$ cat config.mk
export PLATFORM = sky130hd
export DESIGN_NAME = systolic_west_feeder_flat
export DESIGN_NICKNAME = d
export VERILOG_FILES = /design/src/rtl/systolic_west_feeder_if.sv /design/src/rtl/systolic_west_feeder.sv /design/src/flat_wrapper.sv
export SDC_FILE = /design/constraint.sdc
export NUM_CORES = 1
export LEC_CHECK = 0
export BUFFER_PORTS_ARGS = -buffer_cell sky130_fd_sc_hd__buf_2
export CELL_PAD_IN_SITES_DETAIL_PLACEMENT = 0
export CELL_PAD_IN_SITES_GLOBAL_PLACEMENT = 1
export CORE_MARGIN = 8
export CORE_UTILIZATION = 45
export DETAILED_ROUTE_END_ITERATION = 6
export PLACE_DENSITY = 0.84
export SLEW_MARGIN = 20
export SYNTH_ARGS = -nofsm -noshare
export SYNTH_HDL_FRONTEND = slang
export SYNTH_SLANG_ARGS = --single-unit
$ cat constraint.sdc
create_clock -name clk -period 8.68 [get_ports clk]
set_input_delay 0.868 -clock clk [delete_from_list [all_inputs] [get_ports clk]]
set_output_delay 0.868 -clock clk [all_outputs]
set_load 0.01 [all_outputs]
$ cat src/rtl/systolic_west_feeder_if.sv
// Bus bundle between the activation source (master) and the west-edge feeder (slave).
// beat_cnt is present only when WEST_FEEDER_BEAT_CNT_EN is defined.
interface systolic_west_feeder_if #(
  parameter int ROWS       = 4,
  parameter int DATA_WIDTH = 16
);
  // Valid/ready: a beat transfers at a posedge where in_valid && in_ready; in_data,
  // in_last and in_switch are meaningful only then, and in_ready never looks at in_valid.
  logic [ROWS*DATA_WIDTH-1:0] in_data;
  logic                       in_valid;
  logic                       in_last;
  logic                       in_switch;
  logic                       in_ready;
  logic [ROWS*DATA_WIDTH-1:0] out_input;
  logic [ROWS-1:0]            out_valid;
  logic [ROWS-1:0]            out_switch;
  logic                       busy;
  logic                       done;
  logic [1:0]                 dbg_state;
`ifdef WEST_FEEDER_BEAT_CNT_EN
  logic [15:0]                beat_cnt;

  modport master (
    output in_data, in_valid, in_last, in_switch,
    input  in_ready, out_input, out_valid, out_switch, busy, done, dbg_state, beat_cnt
  );
  modport slave (
    input  in_data, in_valid, in_last, in_switch,
    output in_ready, out_input, out_valid, out_switch, busy, done, dbg_state, beat_cnt
  );
`else
  modport master (
    output in_data, in_valid, in_last, in_switch,
    input  in_ready, out_input, out_valid, out_switch, busy, done, dbg_state
  );
  modport slave (
    input  in_data, in_valid, in_last, in_switch,
    output in_ready, out_input, out_valid, out_switch, busy, done, dbg_state
  );
`endif
endinterface

$ cat src/rtl/systolic_west_feeder.sv
// West-edge feeder: skews row r by r cycles, tracks end of batch, drains, then pulses done.
// Optional per-batch beat counter enabled by WEST_FEEDER_BEAT_CNT_EN.
module systolic_west_feeder #(
  parameter int ROWS       = 4,
  parameter int DATA_WIDTH = 16
) (
  input  logic                  clk,
  input  logic                  rst,
  systolic_west_feeder_if.slave bus
);

  localparam int CNT_W = $clog2(ROWS) + 1;
  localparam logic [CNT_W-1:0] DRAIN_LOAD = (ROWS > 1) ? CNT_W'(ROWS - 2) : '0;

  typedef enum logic [1:0] {
    IDLE   = 2'd0,
    STREAM = 2'd1,
    DRAIN  = 2'd2
  } state_t;

  state_t           state_q;
  logic [CNT_W-1:0] cnt_q;
  logic             done_q;
  logic             accept;

  assign bus.in_ready  = (state_q != DRAIN);
  assign accept        = bus.in_valid && bus.in_ready;
  assign bus.busy      = (state_q != IDLE);
  assign bus.done      = done_q;
  assign bus.dbg_state = state_q;

  // The drain count lines done up with the last beat reaching row ROWS-1.
  always_ff @(posedge clk or posedge rst) begin
    if (rst) begin
      state_q <= IDLE;
      cnt_q   <= '0;
      done_q  <= 1'b0;
    end else begin
      done_q <= 1'b0;
      case (state_q)
        IDLE, STREAM: begin
          if (accept) begin
            if (!bus.in_last) begin
              state_q <= STREAM;
            end else if (ROWS == 1) begin
              state_q <= IDLE;
              done_q  <= 1'b1;
            end else begin
              state_q <= DRAIN;
              cnt_q   <= DRAIN_LOAD;
            end
          end
        end
        DRAIN: begin
          if (cnt_q == '0) begin
            state_q <= IDLE;
            done_q  <= 1'b1;
          end else begin
            cnt_q <= cnt_q - CNT_W'(1);
          end
        end
        default: state_q <= IDLE;
      endcase
    end
  end

  for (genvar r = 0; r < ROWS; r++) begin : g_row
    logic [DATA_WIDTH-1:0] data_q [r+1];
    logic [r:0]            valid_q;
    logic [r:0]            sw_q;

    // Stage 0 takes a bubble (all zero) whenever no beat is accepted.
    always_ff @(posedge clk or posedge rst) begin
      if (rst) begin
        for (int s = 0; s <= r; s++) data_q[s] <= '0;
        valid_q <= '0;
        sw_q    <= '0;
      end else begin
        data_q[0]  <= accept ? bus.in_data[r*DATA_WIDTH +: DATA_WIDTH] : '0;
        valid_q[0] <= accept;
        sw_q[0]    <= accept && bus.in_switch;
        for (int s = 1; s <= r; s++) begin
          data_q[s]  <= data_q[s-1];
          valid_q[s] <= valid_q[s-1];
          sw_q[s]    <= sw_q[s-1];
        end
      end
    end

    assign bus.out_input[r*DATA_WIDTH +: DATA_WIDTH] = data_q[r];
    assign bus.out_valid[r]  = valid_q[r];
    assign bus.out_switch[r] = sw_q[r];
  end

`ifdef WEST_FEEDER_BEAT_CNT_EN
  logic [15:0] beat_cnt_q;

  // A beat accepted in the done cycle already belongs to the next batch.
  always_ff @(posedge clk or posedge rst) begin
    if (rst) begin
      beat_cnt_q <= '0;
    end else if (done_q) begin
      beat_cnt_q <= accept ? 16'd1 : 16'd0;
    end else if (accept && beat_cnt_q != 16'hFFFF) begin
      beat_cnt_q <= beat_cnt_q + 16'd1;
    end
  end

  assign bus.beat_cnt = beat_cnt_q;
`else
  // No beat counter in this build.
`endif

endmodule

$ cat src/flat_wrapper.sv
// flat-port wrapper written by rule: the top's interface ports become plain ports
module systolic_west_feeder_flat 
#(
  parameter int ROWS       = 4,
  parameter int DATA_WIDTH = 16
)
  (clk, rst, bus_in_data, bus_in_valid, bus_in_last, bus_in_switch, bus_in_ready, bus_out_input, bus_out_valid, bus_out_switch, bus_busy, bus_done, bus_dbg_state);
  systolic_west_feeder_if #(.ROWS(ROWS), .DATA_WIDTH(DATA_WIDTH)) bus_i ();
  input  logic clk;
  input  logic rst;
  input wire logic [$bits(bus_i.in_data)-1:0] bus_in_data;
  input wire logic [$bits(bus_i.in_valid)-1:0] bus_in_valid;
  input wire logic [$bits(bus_i.in_last)-1:0] bus_in_last;
  input wire logic [$bits(bus_i.in_switch)-1:0] bus_in_switch;
  output wire logic [$bits(bus_i.in_ready)-1:0] bus_in_ready;
  output wire logic [$bits(bus_i.out_input)-1:0] bus_out_input;
  output wire logic [$bits(bus_i.out_valid)-1:0] bus_out_valid;
  output wire logic [$bits(bus_i.out_switch)-1:0] bus_out_switch;
  output wire logic [$bits(bus_i.busy)-1:0] bus_busy;
  output wire logic [$bits(bus_i.done)-1:0] bus_done;
  output wire logic [$bits(bus_i.dbg_state)-1:0] bus_dbg_state;
  assign bus_i.in_data = bus_in_data;
  assign bus_i.in_valid = bus_in_valid;
  assign bus_i.in_last = bus_in_last;
  assign bus_i.in_switch = bus_in_switch;
  assign bus_in_ready = bus_i.in_ready;
  assign bus_out_input = bus_i.out_input;
  assign bus_out_valid = bus_i.out_valid;
  assign bus_out_switch = bus_i.out_switch;
  assign bus_busy = bus_i.busy;
  assign bus_done = bus_i.done;
  assign bus_dbg_state = bus_i.dbg_state;
  systolic_west_feeder #(.ROWS(ROWS), .DATA_WIDTH(DATA_WIDTH)) u_core (.clk(clk), .rst(rst), .bus(bus_i));
endmodule
==> impl_metrics.tcl <==
set metrics [dict create \
    synthMuxAreaShare_pct 0 \
    hp-class "register to register" \
    initial_utilization_pct 45.4 \
    path_class "register to output port" \
    postSynthCellCount 326 \
    drc 0 \
    synthTopCellsByArea "dfrtp_1 81%, buf_4 7.0%, and3_1 6.9%, and3_2 0.84%, buf_6 0.63%" \
    dr.pass1.iters 4 \
    avgSynthCellArea_um2 16.5 \
    grt-ovfl-total 0 \
    die-area_um2 15700 \
    cp.arrival_ns 2.00 \
    grt_util_met1_pct 14.1 \
    coreArea_um2 11800 \
    die_h_um 125 \
    synth_top_cell_by_area "dfrtp_1" \
    hold_buffers 0 \
    setup_ws_ns 5.81 \
    final_nets 498 \
    vias_per_cell 4.46 \
    rsz0062_at_grt "false" \
    netlist_area_um2 5370 \
    antenna_found_initial 1 \
    cp_data_required_time_ns 7.81 \
    die_w_um 125 \
    rows 40 \
    root_buffer "clkbuf_16" \
    p_per_area_nw_per_um2 313 \
    drive_above_1_share_pct 42.7 \
    crit_buf_inv 1 \
    cts_tree "yes" \
    cap_violations 0 \
    cp_max_fo 68 \
    area_growth_pct 19.6 \
    crit_chain "nand2b_2 -> buf_2" \
    grt_pass1_vias 2906 \
    maxSlewHeadroom_pct 29.7 \
    synth_compound_area_share_pct 0.816 \
    ys_seq_area_share_pct 81.1 \
    critical-path-max-stage-delay_ns 0.86 \
    finalWirelength_um 9090 \
    grt_pass1_wl_um 15100 \
    synth_top_family_by_area "buffers and inverters" \
    ir_drop_mv 0.244 \
    period_needed_ns 2.87 \
    worstMarginPinSlew_ns 1.05 \
    dp_hpwl_um 6070 \
    drt_iter0_drc 142 \
    whs_ns 0.345 \
    top_usage_layer "met2" \
    timing.fmax_ghz 0.348 \
    top_level_ports 146 \
    post_cts_buffers 0 \
    place_congestion 0.658 \
    grtUsageMet2_pct 19.0 \
    period_share_pct 33.1 \
    cp-start-kind "register" \
    grt_start_max_net_pins 100 \
    io_buffers 145 \
    numCtsBuffers 17 \
    end_kind "output port" \
    leakage_nw 3.67 \
    yosysWarnings 0 \
    ctsLongestPathBuffers 2 \
    final_cell_mix "174 x dfrtp_1, 145 x buf_2, 59 x and3_1" \
    status "complete, no violations" \
    cts_max_level 4 \
    final_common_cell "dfrtp_1" \
    synthDistinctLibCells 22 \
    dp_slack_ns 6.08 \
    setup_viol 0 \
    wire_per_inst_um 15.4 \
    power.total_mw 2.01 \
    ys_seq_elements 174 \
    post_cts_resized 0 \
    clk_latency_ns 0.42 \
    grt_util_met3_pct 7.18 \
    synth-simple-area-share_pct 8.60 \
    num_vias 2626 \
    antenna_left 0 \
    hold_violations 0 \
    fill_cells 954 \
    syn_nets 397 \
    synthAdderAreaFrac_pct 0.466 \
    synth-xor-area-share_pct 0.163 \
    tns_ns 0 \
    cpLargestDelayFamily "simple AND/OR/NAND/NOR gates" \
    finalClockSkew_ns 0.00793 \
    synth_top_area_share_pct 81.1 \
    clock-sinks 174 \
    crit_slowest_cell "nand2b_2" \
    cts.reportedPaths.clkPinSlew_ns 0.07 \
    grtUsageTotal_pct 12.7 \
    slew_violations 0 \
]
flip-flops by register name (all words and copies together), names as in the netlist:
register / cells
u_core.g_row.valid_q: 4
u_core.bus.out_input: 48
u_core.bus.dbg_state: 2
u_core.cnt_q: 3
u_core.bus.done: 1
u_core.g_row.sw_q: 4
u_core.g_row.data_q: 112
path summary, 6_finish.rpt:
| kind | cells after the start | startpoint | end | slack [ns] |
|---|---|---|---|---|
| setup / recovery | 2 | u_core.bus.dbg_state[0] | bus_in_ready | 5.81 |
| hold / removal | 0 | u_core.g_row[3].data_q[43] | u_core.g_row[3].data_q[27] | 0.35 |
| setup reg to reg | 2 | u_core.bus.dbg_state[0] | u_core.g_row[0].data_q[2] | 6.88 |
| hold reg to reg | 0 | u_core.g_row[3].data_q[43] | u_core.g_row[3].data_q[27] | 0.35 |
| max in group asynchronous | 3 | rst | u_core.g_row[1].data_q[27] | 6.64 |
| min in group asynchronous | 2 | rst | u_core.bus.out_input[43] | 0.63 |
layer usage:
metal / share of wire [%] / wire [µm]
met2: 49 / 4460
met4: 2.1 / 192
met1: 39 / 3550
met3: 9.7 / 878
met5: 0.13 / 12
where the power goes:
| group | internal (mW) | total (mW) | switching (mW) |
|---|---|---|---|
| registers | 0.956 | 1.00 | 0.0465 |
| logic | 0.113 | 0.284 | 0.171 |
| clock network | 0.404 | 0.722 | 0.318 |
| total | 1.47 | 2.01 | 0.536 |
logic make-up (layout without fill, tap and decap cells):
group                    after synthesis  count (layout)
other                                  0               2
AO/OA/AOI/OAI                          7               7
flip-flops                           174             174
buffers and inverters                 69             183
adder cells (fa/ha/maj)                2               2
XOR/XNOR                               1               1
AND/OR/NAND/NOR                       73              73
synth_stat cells:
cell      instances
dfrtp_1         174
and3_1           59
buf_4            50
clkbuf_1          8
and3_2            6
inv_1             5
a21oi_1           3
buf_6             3
buf_2             2
ha_1              2
nor2_1            2
or2_2             2
a22o_1            1
a22oi_1           1
and2_1            1
clkbuf_2          1
nand2b_2          1
nand3b_1          1
nor3_1            1
o21a_1            1
o21ai_0           1
xnor2_1           1
area by class of cell:
| cell class | instances | area (µm²) | share of cell area, % |
|---|---|---|---|
| timing repair buffer | 146 | 733 | 11.4 |
| antenna | 2 | 5.00 | 0.0780 |
| inverter | 5 | 23.8 | 0.370 |
| clock inverter | 15 | 154 | 2.40 |
| clock buffer | 17 | 425 | 6.63 |
| tap | 147 | 184 | 2.87 |
| sequential | 174 | 4350 | 67.8 |
| multi-input combinational | 83 | 539 | 8.40 |
metrics by stage:
stage | instance area, µm² | std cells | utilization, %
floorplan | 5370 | 326 | -
global placement | 5830 | 555 | 49.4
detailed placement | 5830 | 555 | 49.4
CTS | 6410 | 587 | 54.3
global route | 6410 | 587 | 54.3
finish | 6420 | 589 | 54.3
worst register-to-register path, cell delays in order, from the launching register on:
cell and delay (ns):
dfrtp_1 0.43, nand2b_2 0.72, and3_2 0.53
Note: power is estimated with default switching activity, not from simulation.
